**config.mk**
```make
export PLATFORM = sky130hd
export DESIGN_NAME = blink_mask_gen
export DESIGN_NICKNAME = d
export VERILOG_FILES = /design/src/rtl/clk_disp_pkg.sv /design/src/rtl/blink_timer.sv /design/src/rtl/blink_mask_gen.sv
export SDC_FILE = /design/constraint.sdc
export NUM_CORES = 1
export LEC_CHECK = 0
export BUFFER_PORTS_ARGS = -buffer_cell sky130_fd_sc_hd__buf_2
export CORE_MARGIN = 5
export CORE_UTILIZATION = 60
export CTS_CLUSTER_DIAMETER = 40
export CTS_CLUSTER_SIZE = 25
export DETAILED_ROUTE_END_ITERATION = 12
export MAX_ROUTING_LAYER = met4
export PLACE_DENSITY = 0.82
export SYNTH_ARGS = -nofsm -noshare
export SYNTH_HDL_FRONTEND = slang
export SYNTH_SLANG_ARGS = --single-unit
```
**constraint.sdc**
```tcl
create_clock -name CLK -period 11 [get_ports CLK]
set_input_delay 0.55 -clock CLK [delete_from_list [all_inputs] [get_ports CLK]]
set_output_delay 0.55 -clock CLK [all_outputs]
set_load 0.05 [all_outputs]
```
**src/rtl/clk_disp_pkg.sv**
```systemverilog
// clk_disp_pkg: shared blinker states and 50 MHz board defaults.
package clk_disp_pkg;
  typedef enum logic [2:0] {PASS, SHOW, DARK, HOLD, HOFF} state_t;
  localparam logic [7:0] BLANK_SEG = 8'hFF;
  localparam int unsigned PERIOD_50M = 50_000_000;
  localparam int unsigned ON_50M = 10_000_000;
  localparam int unsigned HOLD_50M = 25_000_000;
endpackage

```
**src/rtl/blink_timer.sv**
```systemverilog
// blink_timer: period counter with slow/fast limits; reports the phase of the next count and the wrap point.
module blink_timer #(
  parameter int unsigned PERIOD = 50_000_000,
  parameter int unsigned ON_CYC = 10_000_000
) (
  input  logic CLK,
  input  logic RST,
  input  logic fast,
  input  logic run,
  output logic on_phase,
  output logic wrap
);
  logic [31:0] cnt, p, on, step;
  always_comb begin
    p = fast ? 32'(PERIOD / 2) : 32'(PERIOD);
    on = fast ? 32'(ON_CYC / 2) : 32'(ON_CYC);
    wrap = cnt >= p - 32'd1;
    step = wrap ? 32'd0 : cnt + 32'd1;
    on_phase = step < on;
  end
  // >= rather than == so a shortened fast period still wraps cleanly
  always_ff @(posedge CLK or posedge RST)
    if (RST) cnt <= '0;
    else cnt <= run ? step : 32'd0;
endmodule

```
**src/rtl/blink_mask_gen.sv**
```systemverilog
// blink_mask_gen: blanks the selected display channel on a configurable blink cadence while editing.
module blink_mask_gen
  import clk_disp_pkg::*;
#(
  parameter int N_CH = 4,
  parameter int W = 8,
  parameter int SEL_W = 2,
  parameter int unsigned PERIOD = PERIOD_50M,
  parameter int unsigned ON_CYC = ON_50M,
  parameter int unsigned HOLD_CYC = HOLD_50M,
  parameter logic [W-1:0] BLANK = {W{1'b1}}
) (
  input  logic              CLK,
  input  logic              RST,
  input  logic [N_CH*W-1:0] digits_in,
  input  logic [SEL_W-1:0]  sel,
  input  logic              edit_en,
  input  logic              hold,
  input  logic              fast,
  output logic [N_CH*W-1:0] digits_out,
  output logic              dark
);
  state_t st, nst;
  logic [SEL_W-1:0] sel_q;
  logic [31:0] hoff, hoff_n;
  logic run, on_phase, wrap;
  logic [N_CH*W-1:0] masked;
  blink_timer #(.PERIOD(PERIOD), .ON_CYC(ON_CYC)) u_timer (
    .CLK(CLK),
    .RST(RST),
    .fast(fast),
    .run(run),
    .on_phase(on_phase),
    .wrap(wrap)
  );
  // the timer only advances while blinking; every other path restarts it from zero
  always_comb begin
    nst = st;
    run = 1'b0;
    hoff_n = hoff;
    if (!edit_en || 32'(sel) >= N_CH) begin
      nst = PASS;
      hoff_n = '0;
    end else if (hold) nst = HOLD;
    else if (sel != sel_q) begin
      nst = SHOW;
      hoff_n = '0;
    end else begin
      case (st)
        PASS: nst = SHOW;
        SHOW: begin
          run = 1'b1;
          nst = on_phase ? SHOW : DARK;
        end
        DARK: begin
          run = 1'b1;
          nst = wrap ? SHOW : DARK;
        end
        HOLD: begin
          nst = HOFF;
          hoff_n = 32'(HOLD_CYC - 1);
        end
        HOFF: begin
          nst = hoff == '0 ? SHOW : HOFF;
          hoff_n = hoff == '0 ? '0 : hoff - 32'd1;
        end
        default: nst = PASS;
      endcase
    end
  end
  for (genvar k = 0; k < N_CH; k++) begin : g_ch
    assign masked[k*W +: W] = (nst == DARK && 32'(sel) == k) ? BLANK : digits_in[k*W +: W];
  end
  always_ff @(posedge CLK or posedge RST)
    if (RST) begin
      st <= PASS;
      sel_q <= '0;
      hoff <= '0;
      digits_out <= {N_CH{BLANK}};
      dark <= 1'b0;
    end else begin
      st <= nst;
      sel_q <= sel;
      hoff <= hoff_n;
      digits_out <= masked;
      dark <= nst == DARK;
    end
endmodule
```
==> results.ini, run 1 <==
[synthesis]
synth_most_common_cell = nor2_1
syn_inst = 540
yosysSeqAreaShare_pct = 48.34
synth_area_leaders = dfrtp_1 (33%), dfstp_2 (16%), nor2_1 (5.2%)
synthTopCellsByCount = nor2_1 (75), dfrtp_1 (70), nor3_1 (37)
netlist_area_um2 = 5363
synth-edff-count = 0
avgSynthCellArea_um2 = 9.931
synth_area_leader_cell = dfrtp_1
synth.top_cell.area_share_pct = 32.66
synth-seq-cells = 102
yosysWarnings = 0
ys_types = 57
async_flop_share_pct = 100.0
ys.flop_type = dfrtp_1

[clocking]
cts_setup_buffers = 0
cts.sinks = 102
path_clk_slew_ps = 110
cts.path.max_buffers = 2
cts.repair.resized = 0
cts_made_buffers = 9
cts_root_buffer = clkbuf_8
cts_htree_levels = 3
insertion_delay_ps = 380
ctsHoldBuffers = 0
cts_tree = built

[floorplanning]
die_area_um2 = 10930
io_pins = 72
core_region_area_um2 = 8721
initial_core_util_pct = 61.49
die_w_um = 104.5
rows = 34
die_h_um = 104.5

[worst_hold_path]
hold_class = input pin to asynchronous set/reset pin

[global_route]
met2_usage_pct = 33.76
grt_pass1_vias = 4149
grt_max_degree = 79
use_met1_pct = 27.90
met3_usage_pct = 4.871
antenna_found_initial = 0
busiest_layer = met2
grtUsageTotal_pct = 21.44
grt.overflow.total = 0
grt_pass1_wl_um = 19260

[cells_and_area]
nNetsFinal = 670
final_area_um2 = 6002
num_antenna_cells = 0
drive_above_1_share_pct = 23.45
area_delta_synth_final_pct = 11.92

[detailed_routing]
drc = 0
wl_per_cell_um = 15.30
first_pass_iters = 5
viasPerCell = 5.715
drtIter0Drc = 208
routed_wl_um = 11050
vias = 4126
postRouteAntennaNets = 0

[critical_path]
cp-start-kind = input pin
required_ps = 11320
max_stage_delay_ps = 760
critical_path.startpoint = fast
end_kind = flip-flop
path_delay_family = compound AO/OA/AOI/OAI gates
cp_max_fo = 28
r2r_slack_ps = 6890
reg2reg_to = digits_out[9]$_DFF_PP1_
cpMostUsedCell = ha_1
critPathKind = input pin to flip-flop
r2r_start = u_timer.cnt[0]$_DFF_PP0_
reg2regPathDepth = 13
critPathBufInv = 2
worst_path_max_delay_cell = a31o_1
worstPathCellList = buf_2, inv_1, ha_1, and4_1, a221o_1, a31o_1, nor2_1, ha_1, and2_1, nand3b_1, or4_4, o21ai_4, o2111ai_4, nand2b_1
arrival_ps = 4650

[placed_design]
place_area_um2 = 5807
portBuffers = 71
hpwl_um = 7970
gp_congestion = 0.8777

[power]
p_leak_nw = 2.679
finalPower_mw = 0.8114
p_per_area_nw_per_um2 = 135.2
vdd_drop_max_uv = 67.43

[timing]
finalClockSkew_ps = 17.56
maxSlewViolCount = 0
fin_crit_sh_pct = 39.39
hold_viol_final = 0
hold_slack_ps = 340.8
fmax_mhz = 230.8
grt_setup_unrepaired = no
max-slew-margin-rel_pct = 35.27
tightestPinTransition_ps = 970.9
setup_viol = 0
setup_tns_ps = 0
min_period_ps = 4332

[run_status]
status = finished clean

[run]
max_cap_viol_count = 0

## layout by cell type, fill, tap and decap left out, drive strengths merged, types with 6 or more instances in the layout
cell | Yosys | routed
clkbuf | 12 | 9
or3 | 8 | 8
dfstp | 32 | 32
nor4 | 9 | 9
nand2 | 21 | 21
inv | 18 | 22
dfrtp | 70 | 70
o21ai | 40 | 40
or2 | 6 | 6
xnor2 | 25 | 25
ha | 22 | 22
buf | 6 | 72
nor3 | 39 | 39
a21o | 6 | 6
a21oi | 25 | 25
a31oi | 7 | 7
nand3 | 11 | 11
xor2 | 14 | 14
nand2b | 34 | 34
nor2 | 75 | 75
nand4 | 9 | 9
## sequential cells by signal, indices dropped and copies added (netlist names)
signal       cells
u_timer.cnt     32
dark             1
hoff            32
digits_out      32
sel_q            2
st               3
## worst max path at each step
stage | endpoint | slack (ps) | depth (start not counted)
2_1_floorplan | st[0]$_DFF_PP0_ | 7210 | 15
3_3_place_gp | digits_out[10]$_DFF_PP1_ | 6490 | 14
3_5_place_dp | digits_out[11]$_DFF_PP1_ | 6310 | 14
4_1_cts | digits_out[9]$_DFF_PP1_ | 6680 | 14
5_1_grt | digits_out[15]$_DFF_PP1_ | 6400 | 14
6_report | digits_out[9]$_DFF_PP1_ | 6670 | 14
## metrics by stage
stage,setup slack (ps),cells,util (%)
after floorplan,7214,544,-
after global placement,6492,706,66.59
after detailed placement,6314,706,66.59
after CTS,6682,722,68.82
after global routing,6401,722,68.82
final,6668,722,68.82
## final cells by class
class,instances,area [µm²]
clock buffer,9,123.9
tap,108,135.1
clock inverter,7,71.32
sequential,102,2592
inverter,18,70.07
fill,666,2719
multi-input combinational,406,2646
timing repair buffer,72,362.8
## cells by family (layout without fill, tap and decap cells)
kind of cell	Yosys count	count (layout)	synth area share, %
buf+inv	36	106	2.590
fa+ha+maj	22	22	5.133
simple gates	241	241	24.47
other cells	1	5	0.06993
flops	102	102	48.34
mux	1	1	0.1867
xor+xnor	39	39	6.370
compound gates	98	98	12.83
## power breakdown
| group | internal [mW] | switching [mW] | total [mW] |
|---|---|---|---|
| combinational | 0.0570 | 0.113 | 0.170 |
| sequential | 0.397 | 0.0120 | 0.409 |
| clock | 0.0899 | 0.143 | 0.232 |
| total | 0.544 | 0.267 | 0.811 |
## routing by layer
| metal | routed length (µm) | share of wire, % | up-vias |
|---|---|---|---|
| li1 | - | - | 2009 |
| met1 | 4883 | 44 | 1962 |
| met2 | 5201 | 47 | 134 |
| met3 | 722 | 6.5 | 21 |
| met4 | 240 | 2.2 | 0 |
| met5 | 0 | 0 | - |
(Power assumes the default switching activity.)
==> inputs of run 2 (changes only) <==
- CORE_UTILIZATION: 60 -> 58
- PLACE_DENSITY: 0.82 -> 0.79
- clock period: 11 -> 4.1 ns (I/O delays scaled with it)
==> results.ini, run 2 (same netlist as run 1, synthesis figures left out) <==
[clocking]
insertion_delay_ps = 380
cts.path.max_buffers = 2
cts_htree_levels = 3
cts_setup_buffers = 0
cts_made_buffers = 9
cts.sinks = 102
cts_tree = built
path_clk_slew_ps = 120
cts_root_buffer = clkbuf_8

[critical_path]
reg2regPathDepth = 16
required_ps = 4400
r2r_slack_ps = 260
max_stage_delay_ps = 470
end_kind = flip-flop
arrival_ps = 4140
cp_max_fo = 16
critPathKind = flip-flop to flip-flop
cp-start-kind = flip-flop
worstPathCellList = ha_1, a21o_1, a21o_1, a221o_1, a31o_1, buf_4, nor2_1, ha_1, a21oi_1, o22ai_1, nor2_1, o21ai_0, a21oi_1, o21ai_4, o2111ai_4, nand2b_1
worst_path_max_delay_cell = dfrtp_1

[floorplanning]
die_area_um2 = 11270
rows = 35
io_pins = 72
die_w_um = 106.2
core_region_area_um2 = 9109
die_h_um = 106.2
initial_core_util_pct = 58.87

[timing]
max-slew-margin-rel_pct = 37.19
fin_crit_sh_pct = 93.69
setup_viol = 0
maxSlewViolCount = 0
fmax_mhz = 260.3
tightestPinTransition_ps = 942.2
grt_setup_unrepaired = no
finalClockSkew_ps = 16.23
setup_tns_ps = 0
min_period_ps = 3841
hold_viol_final = 0

[global_route]
grt_pass1_vias = 4175
grt_max_degree = 79
antenna_found_initial = 0
grtUsageTotal_pct = 21.99
grt_pass1_wl_um = 19640
grt.overflow.total = 0

[cells_and_area]
final_cell_mix = nor2_1 (75), buf_2 (71), dfrtp_1 (70), nor3_1 (37), nand2b_1 (34)
nNetsFinal = 690
area_delta_synth_final_pct = 15.63
drive_above_1_share_pct = 23.97
final_common_cell = nor2_1
num_antenna_cells = 0
reg_top3 = digits_out: 32 flops, hoff: 32 flops, u_timer.cnt: 32 flops

[power]
p_per_area_nw_per_um2 = 358.6
finalPower_mw = 2.223
vdd_drop_max_uv = 185.5
p_leak_nw = 2.772

[detailed_routing]
viasPerCell = 5.718
wl_per_cell_um = 15.39
vias = 4260
drc = 0
routed_wl_um = 11470
first_pass_iters = 4
postRouteAntennaNets = 0
drtIter0Drc = 236

[run_status]
status = finished clean

[placed_design]
hpwl_um = 8025
portBuffers = 71
gp_congestion = 0.9431

[worst_hold_path]
hold_depth = 2
hold_class = input pin to flip-flop

[run]
max_cap_viol_count = 0

run 2: cell types whose count changed in the layout (fill, tap and decap cells not counted):
cell / delta
clkinv_8: +3
buf_4: +8
dlygate4sd3_1: +12
clkinv_4: -3
inv_8: -3
inv_6: +3
run 2: path summary, 6_finish.rpt:
path / end / start
worst max-delay path: digits_out[14]$_DFF_PP1_ / u_timer.cnt[17]$_DFF_PP0_
worst min-delay path: digits_out[26]$_DFF_PP1_ / digits_in[26]
worst max register to register: digits_out[14]$_DFF_PP1_ / u_timer.cnt[17]$_DFF_PP0_
worst min register to register: hoff[19]$_DFFE_PP0P_ / hoff[19]$_DFFE_PP0P_
max in group asynchronous: digits_out[4]$_DFF_PP1_ / RST
min in group asynchronous: dark$_DFF_PP0_ / RST
run 2: power by group:
part / internal [mW] / switching [mW] / total [mW]
clock network: 0.247 / 0.403 / 0.650
registers: 1.07 / 0.0313 / 1.10
logic: 0.167 / 0.310 / 0.476
total: 1.48 / 0.744 / 2.22
run 2: layer usage:
layer	wire (µm)	up-vias	GRT usage, %
li1	-	2062	-
met1	5131	2038	28.18
met2	5577	145	36.06
met3	601	15	3.218
met4	157	0	7.493
met5	0	-	-
run 2: stage by stage:
step / setup WS (ps) / hold slack [ps] / instances / cell area, µm² / util, %
after floorplan: 480.0 / 236.4 / 544 / 5378 / -
after global placement: 177.3 / 377.6 / 717 / 5871 / 64.45
after detailed placement: 73.28 / 383.5 / 717 / 5871 / 64.45
after CTS: 275.6 / 2.338 / 742 / 6171 / 67.75
after global routing: 31.15 / 3.944 / 745 / 6201 / 68.08
final: 258.7 / 10.43 / 745 / 6201 / 68.08
run 2: layout make-up:
cell class	count	area [µm²]
fill	689	2908
multi-input combinational	406	2646
sequential	102	2592
timing repair buffer	92	543.0
tap	111	138.9
clock buffer	9	123.9
clock inverter	7	86.33
inverter	18	70.07
run 2: repair_timing:
item,CTS,global route
resized for setup,0,0
endpoints found under the hold margin,9,3
hold buffers,9,3
run 2: critical path, delay by kind of cell, from the launching register on:
| family | cells | cell delay (ps) |
|---|---|---|
| and+or+nand+nor | 3 | 310 |
| adders and majority gates | 2 | 570 |
| AOI/OAI and AO/OA | 10 | 2190 |
| DFF | 1 | 470 |
| buffers and inverters | 1 | 230 |
==> inputs of run 3 (changes only) <==
- CORE_ASPECT_RATIO: not set -> 1.1
==> results.ini, run 3 (same netlist as run 1, synthesis figures left out) <==
[cells_and_area]
final_cell_mix = nor2_1 (75), buf_2 (71), dfrtp_1 (70), nor3_1 (37), nand2b_1 (34)
num_antenna_cells = 0
nNetsFinal = 685
reg_top3 = digits_out: 32 flops, hoff: 32 flops, u_timer.cnt: 32 flops
fill_cells = 648
final_common_cell = nor2_1
area_delta_synth_final_pct = 14.58
drive_above_1_share_pct = 23.85
final_area_um2 = 6145
multi_input_area_um2 = 2650
layout.area.seq_um2 = 2592

[critical_path]
worstPathCellList = ha_1, nand4_4, nor2_1, nand2_1, nor3_1, nand4_1, xor2_1, nor2_1, ha_1, and2_1, nand3b_1, or4_4, o21ai_4, o2111ai_4, nand2b_1
arrival_ps = 4120
max_stage_delay_ps = 540
r2r_start = u_timer.cnt[0]$_DFF_PP0_
end_kind = flip-flop
r2r_slack_ps = 290
critical_path.startpoint = u_timer.cnt[0]$_DFF_PP0_
required_ps = 4420
cp_max_fo = 8
worst_path_max_delay_cell = or4_4
cp-start-kind = flip-flop
critPathKind = flip-flop to flip-flop

[clocking]
cts.sinks = 102
cts_htree_levels = 3
cts_setup_buffers = 0
cts_tree = built
path_clk_slew_ps = 110
cts_root_buffer = clkbuf_8
cts_made_buffers = 9
insertion_delay_ps = 380
cts.path.max_buffers = 2

[timing]
max-slew-margin-rel_pct = 43.96
fin_crit_sh_pct = 92.84
fmax_mhz = 262.7
maxSlewViolCount = 0
grt_setup_unrepaired = no
tightestPinTransition_ps = 840.7
min_period_ps = 3806
finalClockSkew_ps = 12.67
hold_viol_final = 8
setup_tns_ps = 0
setup_viol = 0
setup_ws_ps = 293.5
hold_slack_ps = -29.68

[power]
p_per_area_nw_per_um2 = 358.9
p_leak_nw = 2.745
power.net_switching_mw = 0.7242
seq_power_share_pct = 49.8
p_comb_share_pct = 21.7
p_int_mw = 1.481
p_sw_share_pct = 32.84
finalPower_mw = 2.205
pwr-share-clk_pct = 28.5
vdd_drop_max_uv = 217.8

[run_status]
violations = hold timing
status = finished with violations

[global_route]
grt.overflow.total = 0
grt_max_degree = 71
antenna_found_initial = 0
grtUsageTotal_pct = 22.33
grt_pass1_vias = 4219
grt_pass1_wl_um = 19910

[floorplanning]
io_pins = 72
core_region_area_um2 = 8964
rows = 36
die_w_um = 101.7
die_h_um = 110.9
die_area_um2 = 11270
initial_core_util_pct = 59.83

[detailed_routing]
drc = 0
vias = 4229
postRouteAntennaNets = 0
drtIter0Drc = 214
routed_wl_um = 11770
viasPerCell = 5.692
first_pass_iters = 5
wl_per_cell_um = 15.84

[placed_design]
place_ws_ps = -17.81
gp_congestion = 0.9232
place_area_um2 = 5852
portBuffers = 71
hpwl_um = 8443

[worst_hold_path]
hold_class = input pin to asynchronous set/reset pin

[run]
max_cap_viol_count = 0

run 3: final cells by class:
cell class / instances / share of cell area (%)
timing repair buffer: 87 / 8.145
inverter: 18 / 1.140
tap: 114 / 2.321
clock buffer: 10 / 2.240
multi-input combinational: 406 / 43.13
clock inverter: 6 / 0.8349
sequential: 102 / 42.19
run 3: what timing repair did:
| action | 4_1_cts | 5_1_grt |
|---|---|---|
| hold buffers | 10 | 0 |
| setup endpoints to repair | 0 | 2 |
| gates resized for setup | 0 | 1 |
| endpoints found under the hold margin | 10 | 0 |
run 3: worst paths after layout:
check | endpoint | depth (start not counted)
min in group CLK | digits_out[17]$_DFF_PP1_ | 2
min | hoff[15]$_DFFE_PP0P_ | 2
max | digits_out[11]$_DFF_PP1_ | 15
min reg2reg | hoff[19]$_DFFE_PP0P_ | 2
max reg2reg | digits_out[11]$_DFF_PP1_ | 15
max in group asynchronous | u_timer.cnt[30]$_DFF_PP0_ | 3
run 3: metrics by stage:
step / std cells / utilization, %
floorplan: 544 / -
global placement: 717 / 65.28
detailed placement: 717 / 65.28
CTS: 743 / 68.51
global route: 743 / 68.55
finish: 743 / 68.55
run 3: critical path: cells and delay by family (launching register included):
| kind | cells | cell delay [ps] |
|---|---|---|
| simple gates | 10 | 2020 |
| fa+ha+maj | 2 | 560 |
| compound gates | 2 | 560 |
| flops | 1 | 410 |
| xor+xnor | 1 | 200 |
run 3: power groups by stage:
| stage | logic, mW | registers, mW | clock network, mW |
|---|---|---|---|
| floorplan | 0.296 | 1.17 | 0 |
| detailed placement | 0.465 | 1.12 | 0 |
| finish | 0.479 | 1.10 | 0.628 |
| global placement | 0.454 | 1.11 | 0 |
| CTS | 0.476 | 1.10 | 0.640 |
| global route | 0.528 | 1.11 | 0.678 |
run 3: metal layers:
metal / wire length [µm] / vias to the layer above / track usage (%) / share of wire, %
met2: 6254 / 97 / 38.18 / 53
met3: 495 / 19 / 3.524 / 4.2
met1: 4813 / 2060 / 27.01 / 41
met4: 205 / 0 / 6.472 / 1.7
li1: - / 2053 / - / -
met5: 0 / - / - / 0
